**src/rtl/seg7_scan_mux.sv**
```systemverilog
// seg7_scan_mux: frame-buffered, time-multiplexed 7-segment scanner with per-slot blanking dead-time.
// Optional brightness PWM on the digit enables when SEG7_SCAN_BRIGHTNESS_EN is defined.
module seg7_scan_mux #(
    parameter int NUM_OF_DISPLAYS = 6,
    parameter int SEG_WIDTH       = 8,
    parameter int REFRESH_DIV     = 1000,
    parameter int BLANK_CYCLES    = 4,
    parameter int LED_LOGIC       = 1
) (
    input  logic                                      clk_i,
    input  logic                                      rst_ni,
    input  logic                                      en_i,
`ifdef SEG7_SCAN_BRIGHTNESS_EN
    input  logic [3:0]                                brightness_i,
`endif
    input  logic [NUM_OF_DISPLAYS-1:0][SEG_WIDTH-1:0] seg7_i,
    output logic [SEG_WIDTH-1:0]                      seg_o,
    output logic [NUM_OF_DISPLAYS-1:0]                an_o,
    output logic [$clog2(NUM_OF_DISPLAYS)-1:0]        digit_idx_o,
    output logic                                      frame_tick_o
);
    localparam int IW = $clog2(NUM_OF_DISPLAYS);
    localparam int DW = $clog2(REFRESH_DIV);
    localparam logic [DW-1:0] DIV_LAST = DW'(REFRESH_DIV - 1);
    localparam logic [DW-1:0] BLANK_LAST = DW'(BLANK_CYCLES > 0 ? BLANK_CYCLES - 1 : 0);
    localparam logic [IW-1:0] IDX_LAST = IW'(NUM_OF_DISPLAYS - 1);
    localparam logic POL_INV = (LED_LOGIC == 0);
    localparam logic [SEG_WIDTH-1:0] SEG_OFF = {SEG_WIDTH{POL_INV}};
    localparam logic [NUM_OF_DISPLAYS-1:0] AN_OFF = {NUM_OF_DISPLAYS{POL_INV}};

    typedef enum logic [1:0] {IDLE, BLANK, ON} state_t;

    state_t                                r_state;
    state_t                                w_state_nxt;
    logic [DW-1:0]                         r_div;
    logic [DW-1:0]                         w_div_nxt;
    logic [IW-1:0]                         r_idx;
    logic [IW-1:0]                         w_idx_nxt;
    logic [NUM_OF_DISPLAYS-1:0][SEG_WIDTH-1:0] r_shadow;
    logic [NUM_OF_DISPLAYS-1:0][SEG_WIDTH-1:0] w_frame;
    logic [SEG_WIDTH-1:0]                  r_seg;
    logic [NUM_OF_DISPLAYS-1:0]            r_an;
    logic [NUM_OF_DISPLAYS-1:0]            w_onehot;
    logic                                  r_tick;
    logic                                  w_slot_end;
    logic                                  w_blank_end;
    logic                                  w_restart;
    logic                                  w_lit;

    // w_restart marks a shadow reload: leaving IDLE or finishing the last digit's slot
    always_comb begin
        w_slot_end  = (r_state == ON) && (r_div == DIV_LAST);
        w_blank_end = (r_state == BLANK) && (r_div == BLANK_LAST);
        w_restart   = en_i && ((r_state == IDLE) || (w_slot_end && r_idx == IDX_LAST));
        w_frame     = w_restart ? seg7_i : r_shadow;
        w_idx_nxt   = (!en_i || w_restart) ? '0 : w_slot_end ? r_idx + 1'b1 : r_idx;
        w_div_nxt   = (!en_i || r_state == IDLE || w_slot_end) ? '0 : r_div + 1'b1;
        w_state_nxt = !en_i ? IDLE
                    : (r_state == IDLE || w_slot_end) ? (BLANK_CYCLES == 0 ? ON : BLANK)
                    : w_blank_end ? ON : r_state;
        w_onehot    = {{(NUM_OF_DISPLAYS-1){1'b0}}, 1'b1} << w_idx_nxt;
    end

`ifdef SEG7_SCAN_BRIGHTNESS_EN
    logic [3:0] r_pwm;
    logic [3:0] r_bright;
    logic [3:0] w_pwm_nxt;
    logic [3:0] w_bright_nxt;
    logic       w_on_entry;

    // Each slot's ON phase restarts the PWM and latches a fresh brightness
    always_comb begin
        w_on_entry   = (w_state_nxt == ON) && (r_state != ON || w_slot_end);
        w_pwm_nxt    = w_on_entry ? 4'd0 : r_pwm + 4'd1;
        w_bright_nxt = w_on_entry ? brightness_i : r_bright;
        w_lit        = w_pwm_nxt <= w_bright_nxt;
    end

    always_ff @(posedge clk_i) begin
        if (!rst_ni) begin
            r_pwm    <= '0;
            r_bright <= '0;
        end else begin
            r_pwm    <= w_pwm_nxt;
            r_bright <= w_bright_nxt;
        end
    end
`else
    assign w_lit = 1'b1;
`endif

    // Segments and anodes are registered together from the next state, so they never disagree
    always_ff @(posedge clk_i) begin
        if (!rst_ni) begin
            r_state  <= IDLE;
            r_div    <= '0;
            r_idx    <= '0;
            r_shadow <= '0;
            r_seg    <= SEG_OFF;
            r_an     <= AN_OFF;
            r_tick   <= 1'b0;
        end else begin
            r_state  <= w_state_nxt;
            r_div    <= w_div_nxt;
            r_idx    <= w_idx_nxt;
            r_shadow <= w_frame;
            r_tick   <= w_restart;
            r_seg    <= (w_state_nxt == ON) ? w_frame[w_idx_nxt] ^ SEG_OFF : SEG_OFF;
            r_an     <= (w_state_nxt == ON && w_lit) ? w_onehot ^ AN_OFF : AN_OFF;
        end
    end

    assign seg_o        = r_seg;
    assign an_o         = r_an;
    assign digit_idx_o  = r_idx;
    assign frame_tick_o = r_tick;
endmodule

```
**config.mk**
```make
export PLATFORM = sky130hd
export DESIGN_NAME = seg7_scan_mux
export DESIGN_NICKNAME = d
export VERILOG_FILES = /design/src/rtl/seg7_scan_mux.sv
export SDC_FILE = /design/constraint.sdc
export NUM_CORES = 1
export LEC_CHECK = 0
export ABC_AREA = 1
export CORE_ASPECT_RATIO = 0.6
export CORE_MARGIN = 5
export CORE_UTILIZATION = 40
export DETAILED_ROUTE_END_ITERATION = 6
export GPL_ROUTABILITY_DRIVEN = 0
export PLACE_DENSITY = 0.75
export SYNTH_ARGS = -nofsm -noshare
export SYNTH_HDL_FRONTEND = slang
export SYNTH_SLANG_ARGS = --single-unit
export TNS_END_PERCENT = 100
```
**constraint.sdc**
```tcl
create_clock -name clk_i -period 3 [get_ports clk_i]
set_input_delay 0.45 -clock clk_i [delete_from_list [all_inputs] [get_ports clk_i]]
set_output_delay 0.45 -clock clk_i [all_outputs]
set_load 0.02 [all_outputs]
```
After elaboration in Yosys (flattened, before gate mapping)
Cells that the tools add are included.
{ "classes": {"n_addsub": 2, "n_mul": 0, "div_mod_pow": 0, "order_cmp": 1, "n_eq_ne": 6, "shift": 1, "muxes": 8, "bitwise": 1, "reduce_logical": 13} }
{ "op_table": {"columns": ["operator", "count"], "rows": [
  ["$mux 48", 1],
  ["$bmux 8 s3", 1],
  ["$add 10x1->10 const B", 1],
  ["$eq 10x10->1 const B", 1],
  ["$eq 10x2->1 const B", 1],
  ["$mux 8", 1],
  ["$mux 2", 3],
  ["$mux 3", 2],
  ["$shl 1x3->6 const A", 1],
  ["$logic_or 1x1->1", 5],
  ["$eq 2x2->1 const B", 2],
  ["$logic_and 1x1->1", 4],
  ["$lt 3x4->1 const B", 1],
  ["$add 3x1->3 const B", 1],
  ["$eq 3x3->1 const B", 1],
  ["$eq 2x1->1 const B", 1],
  ["$logic_not 2->1", 1],
  ["$reduce_and 2->1", 1],
  ["$reduce_or 2->1", 1],
  ["$logic_not 1->1", 1],
  ["$not 1->1", 1]
]} }
{ "word_totals": {"ff_bits": 78, "latchBits": 0, "ram_bits": 0, "rom_bits": 0, "in_bits": 51, "output_inout_bits": 18, "wordCells": 44, "mem_count": 0} }

Logic depth before layout (Yosys ltp)
{ "depth": {"depth_word": 9, "ltp_mapped": 15, "mapped_depth_nobuf": 14} }

Least setup slack after synthesis
OpenSTA, ideal clock, no wires.
{ "synth_path": {"path_type": "reg-to-reg", "from": "register r_idx[1] (netlist: digit_idx_o[1])", "to": "register r_seg[6] (netlist: seg_o[6])", "setup_ps": 58, "arrival_ps": 1727, "setup_slack_ps": 1215, "stages_incl_launch_ff": 13, "n_path_buf": 1, "cell_sequence": "dfxtp_1 -> inv_1 -> ha_1 -> nand2_1 -> nand2_2 -> nand2_2 -> nand3_2 -> buf_4 -> nor2_1 -> nand3_1 -> nand2_1 -> inv_1 -> nand2_1"} }
{ "synth_via": {"elab_chain_cells": 8} }
{ "synth_rtl": {"columns": ["element", "line_no", "source"], "rows": [
  ["start: declaration", "37", "logic [IW-1:0] r_idx;"],
  ["start signal: assignment", "105", "r_idx <= w_idx_nxt;"],
  ["branches (longest 6 deep; another with $add 3x1->3)", null, null],
  ["$bmux 8 s3 *", "108", "r_seg <= (w_state_nxt == ON) ? w_frame[w_idx_nxt] ^ SEG_OFF : SEG_OFF;"],
  ["$mux 8 (implied by the code) *", "108", null],
  ["end signal: assignment", "108", null],
  ["end: declaration", "41", "logic [SEG_WIDTH-1:0] r_seg;"]
]} }
Every way passes the cells marked *. The select of a mux whose other input is x is not followed.
A chain may end at the register's enable or synchronous reset.

Worst setup path in the final report
{ "layout_path": {"from": "register r_div[0]", "to": "register r_seg[4] (netlist: seg_o[4])"} }
{ "layout_via": {"elab_chain_cells": 9} }
{ "layout_rtl": {"columns": ["element", "line_no", "source"], "rows": [
  ["start: declaration", "35", "logic [DW-1:0] r_div;"],
  ["start signal: assignment", "104", "r_div <= w_div_nxt;"],
  ["$eq 10x10->1", "52", "w_slot_end = (r_state == ON) && (r_div == DIV_LAST);"],
  ["$logic_and 1x1->1", "52", null],
  ["$logic_and 1x1->1", "54", "w_restart = en_i && ((r_state == IDLE) || (w_slot_end && r_idx == IDX_LAST));"],
  ["$logic_or 1x1->1", "54", null],
  ["$logic_and 1x1->1", "54", null],
  ["$logic_or 1x1->1", "56", "w_idx_nxt = (!en_i || w_restart) ? '0 : w_slot_end ? r_idx + 1'b1 : r_idx;"],
  ["$mux 3", "56", null],
  ["$bmux 8 s3", "108", null],
  ["$mux 8 (implied by the code)", "108", null]
]} }
Several ways; a longest one is shown, not always the timed one. The select of a mux whose other input is x is not followed.

==> flow_summary_export.csv <==
group,metric,value,unit
outcome,status,"finished clean",
pwr,pwr_density_cell,524,nW/um2
pwr,p_leak,2.27,nW
worst_setup_path,cp_data_required_time,3.28,ns
detailed_routing,routed_wl,10600,um
cts,cts-root-buf,"clkbuf_16",
cts,cts_buffers,9,
floorplanning,die_area,11700,um2
cells_and_area,layout_common_cells,"169 x nand2_1, 78 x nor2_1, 78 x dfxtp_1",
place,numPortBuffers,68,
cts,cts.repair.resized,0,
floorplanning,start_util,41.4,%
global_route,grt_pass1_wl,17200,um
synth,synth_warnings,0,
synth,ys_types,30,
timing,hold_viol,0,
detailed_routing,ant_nets,0,
min_path,hold_class,"register to register",
synth,synth.net_count,630,
timing,max_freq,393,MHz
place,hpwl,7620,um
min_path,hold_depth,1,
cells_and_area,fin_nets,689,
timing,grt_setup_unrepaired,"false",
worst_setup_path,regToRegEndpoint,"seg_o[4]",
cells_and_area,area_growth,28.2,%
timing,finalSetupTns,0,ns
detailed_routing,vias_per_cell,4.89,
timing,max_slew.worst_pin.slew,0.566,ns
timing,final-setup-viol-count,0,
timing,slew_violations,0,
worst_setup_path,cp-start-kind,"register",
worst_setup_path,critPathLaunch,"r_div[0]",
cts,ctsHoldBuffers,0,
synth,syn_area,3810,um2
cts,h-tree-depth,3,
cells_and_area,final_util,53.0,%
detailed_routing,drtIter0Drc,328,
timing,min_period,2.55,ns
floorplanning,io_pins,69,
run,maxCapViolCount,0,
timing,max-slew-margin-rel,62.3,%
cts,clk_path_buf_depth,2,
cells_and_area,final_common_cell,"nand2_1",
global_route,track_usage,18.5,%
cells_and_area,diodes,0,
worst_setup_path,worstReg2RegStart,"r_div[0]",
synth,avgSynthCellArea,6.62,um2
worst_setup_path,crit_fanout,36,
detailed_routing,wl_per_cell,13.7,um
pwr,irDropWorstVdd,0.000230,V
place,placedCellCount,754,
worst_setup_path,worstPathArrival,2.83,ns
synth,synth_seq_cells,78,
detailed_routing,vias,3761,
floorplanning,die_w,136,um
cells_and_area,final_layout_size_suffix_gt1_share,7.82,%
detailed_routing,drt_pass1_iterations,5,
synth,synthCells,576,
worst_setup_path,reg2reg_depth,14,
floorplanning,die_h,85.6,um
cts,clock_latency,0.34,ns
floorplanning,core-area,9220,um2
floorplanning,row_count,27,
pwr,p_total,0.00256,W
timing,skew,0.00480,ns
worst_setup_path,cp-endpoint,"seg_o[4]",
worst_setup_path,ff2ff_setup_slack,0.45,ns
worst_setup_path,setup.worst_path.end_class,"register",
synth,ys_seq_area_share,40.9,%
timing,min_period_over_period,84.9,%
cells_and_area,fin_cells,769,
global_route,antenna_found_initial,0,
cts,clkSinkCount,78,
global_route,grt_max_degree,53,
cts,cts_post_setup_buffers_inserted,0,
global_route,grt_pass1_vias,3614,
global_route,grt_overflow,0,
detailed_routing,drc_errors,0,
cts,cts_tree,"done",
cts,clk_pin_slew,0.06,ns
worst_setup_path,criticalPathCategory,"register to register",
-- layer usage --
layer	share of wire (%)	vias to the layer above	routed length, um	GRT usage [%]
met5	0	-	0	0
met4	0.65	0	69	3.93
met3	8.9	6	941	5.80
met2	43	152	4530	28.5
met1	47	1693	5010	25.6
li1	-	1910	-	-
-- how the worst min path moves through the flow --
stage / startpoint / slack (ns) / endpoint
after floorplan: r_div[0] / 0.42 / r_div[0]
after global placement: r_div[0] / 0.43 / r_div[0]
after detailed placement: r_div[0] / 0.45 / r_div[0]
after CTS: r_shadow[21] / 0.47 / r_shadow[21]
after global routing: r_shadow[10] / 0.50 / r_shadow[10]
final: r_div[0] / 0.46 / r_div[0]
-- critical path, cell delays in order (launching register included) --
cell and delay [ns]:
dfxtp_1 0.33, ha_1 0.25, nand2_2 0.13, nor2_4 0.06
nand3_4 0.11, nand2_4 0.24, nand2_2 0.21, nand3_2 0.27
inv_2 0.35, nand2_1 0.20, nor2_1 0.13, nand2_1 0.06
nand2_1 0.06, inv_1 0.04, nand2_1 0.05
-- kinds of logic after synthesis --
family / after synthesis / synth area share (%)
xor gates and xnor gates: 7 / 1.61
AOI/OAI and AO/OA: 27 / 3.61
adders and majority gates: 3 / 0.984
DFF: 78 / 40.9
buffers and inverters: 110 / 11.6
and+or+nand+nor: 351 / 41.3
-- cells in the mapped netlist, drive strengths merged --
| cell type | n | area [um2] |
|---|---|---|
| a21boi | 1 | 7.51 |
| buf | 15 | 85.1 |
| a21oi | 18 | 90.1 |
| xor2 | 5 | 43.8 |
| inv | 82 | 308 |
| nand3b | 1 | 7.51 |
| o21ai | 8 | 40.0 |
| nor2 | 84 | 350 |
| nor3b | 1 | 7.51 |
| clkbuf | 12 | 45.0 |
| nor3 | 12 | 60.1 |
| nand3 | 42 | 240 |
| dfxtp | 78 | 1560 |
| nand4 | 36 | 231 |
| xnor2 | 2 | 17.5 |
| nand2 | 175 | 677 |
| clkinv | 1 | 3.75 |
| ha | 3 | 37.5 |
-- metrics by stage --
step                      setup WS (ns)  area (um2)  hold slack (ns)
after CTS                         0.487        4890            0.471
after global routing              0.256        4890            0.497
final                             0.453        4890            0.460
after global placement            0.492        4580            0.430
after detailed placement          0.437        4580            0.453
after floorplan                    1.21        3810            0.418
-- cell type report --
class	count	area [um2]
fillers	875	4330
multi-input cells	388	1810
flip-flops and latches	78	1560
repair buffers	75	733
inverters	83	312
clock buffers	12	267
well taps	130	163
clock inverters	3	42.5
-- sequential cells by signal, summed over array words and instances (netlist names) --
| name | cells |
|---|---|
| an_o | 6 |
| frame_tick_o | 1 |
| r_state | 2 |
| r_shadow | 48 |
| digit_idx_o | 3 |
| seg_o | 8 |
| r_div | 10 |
-- where the power goes --
part / internal, W / switching [W]
registers: 0.00109 / 0.0000136
logic: 0.000140 / 0.000200
clock network: 0.000706 / 0.000415
total: 0.00193 / 0.000628
Note: power is estimated with default switching activity, not from simulation.
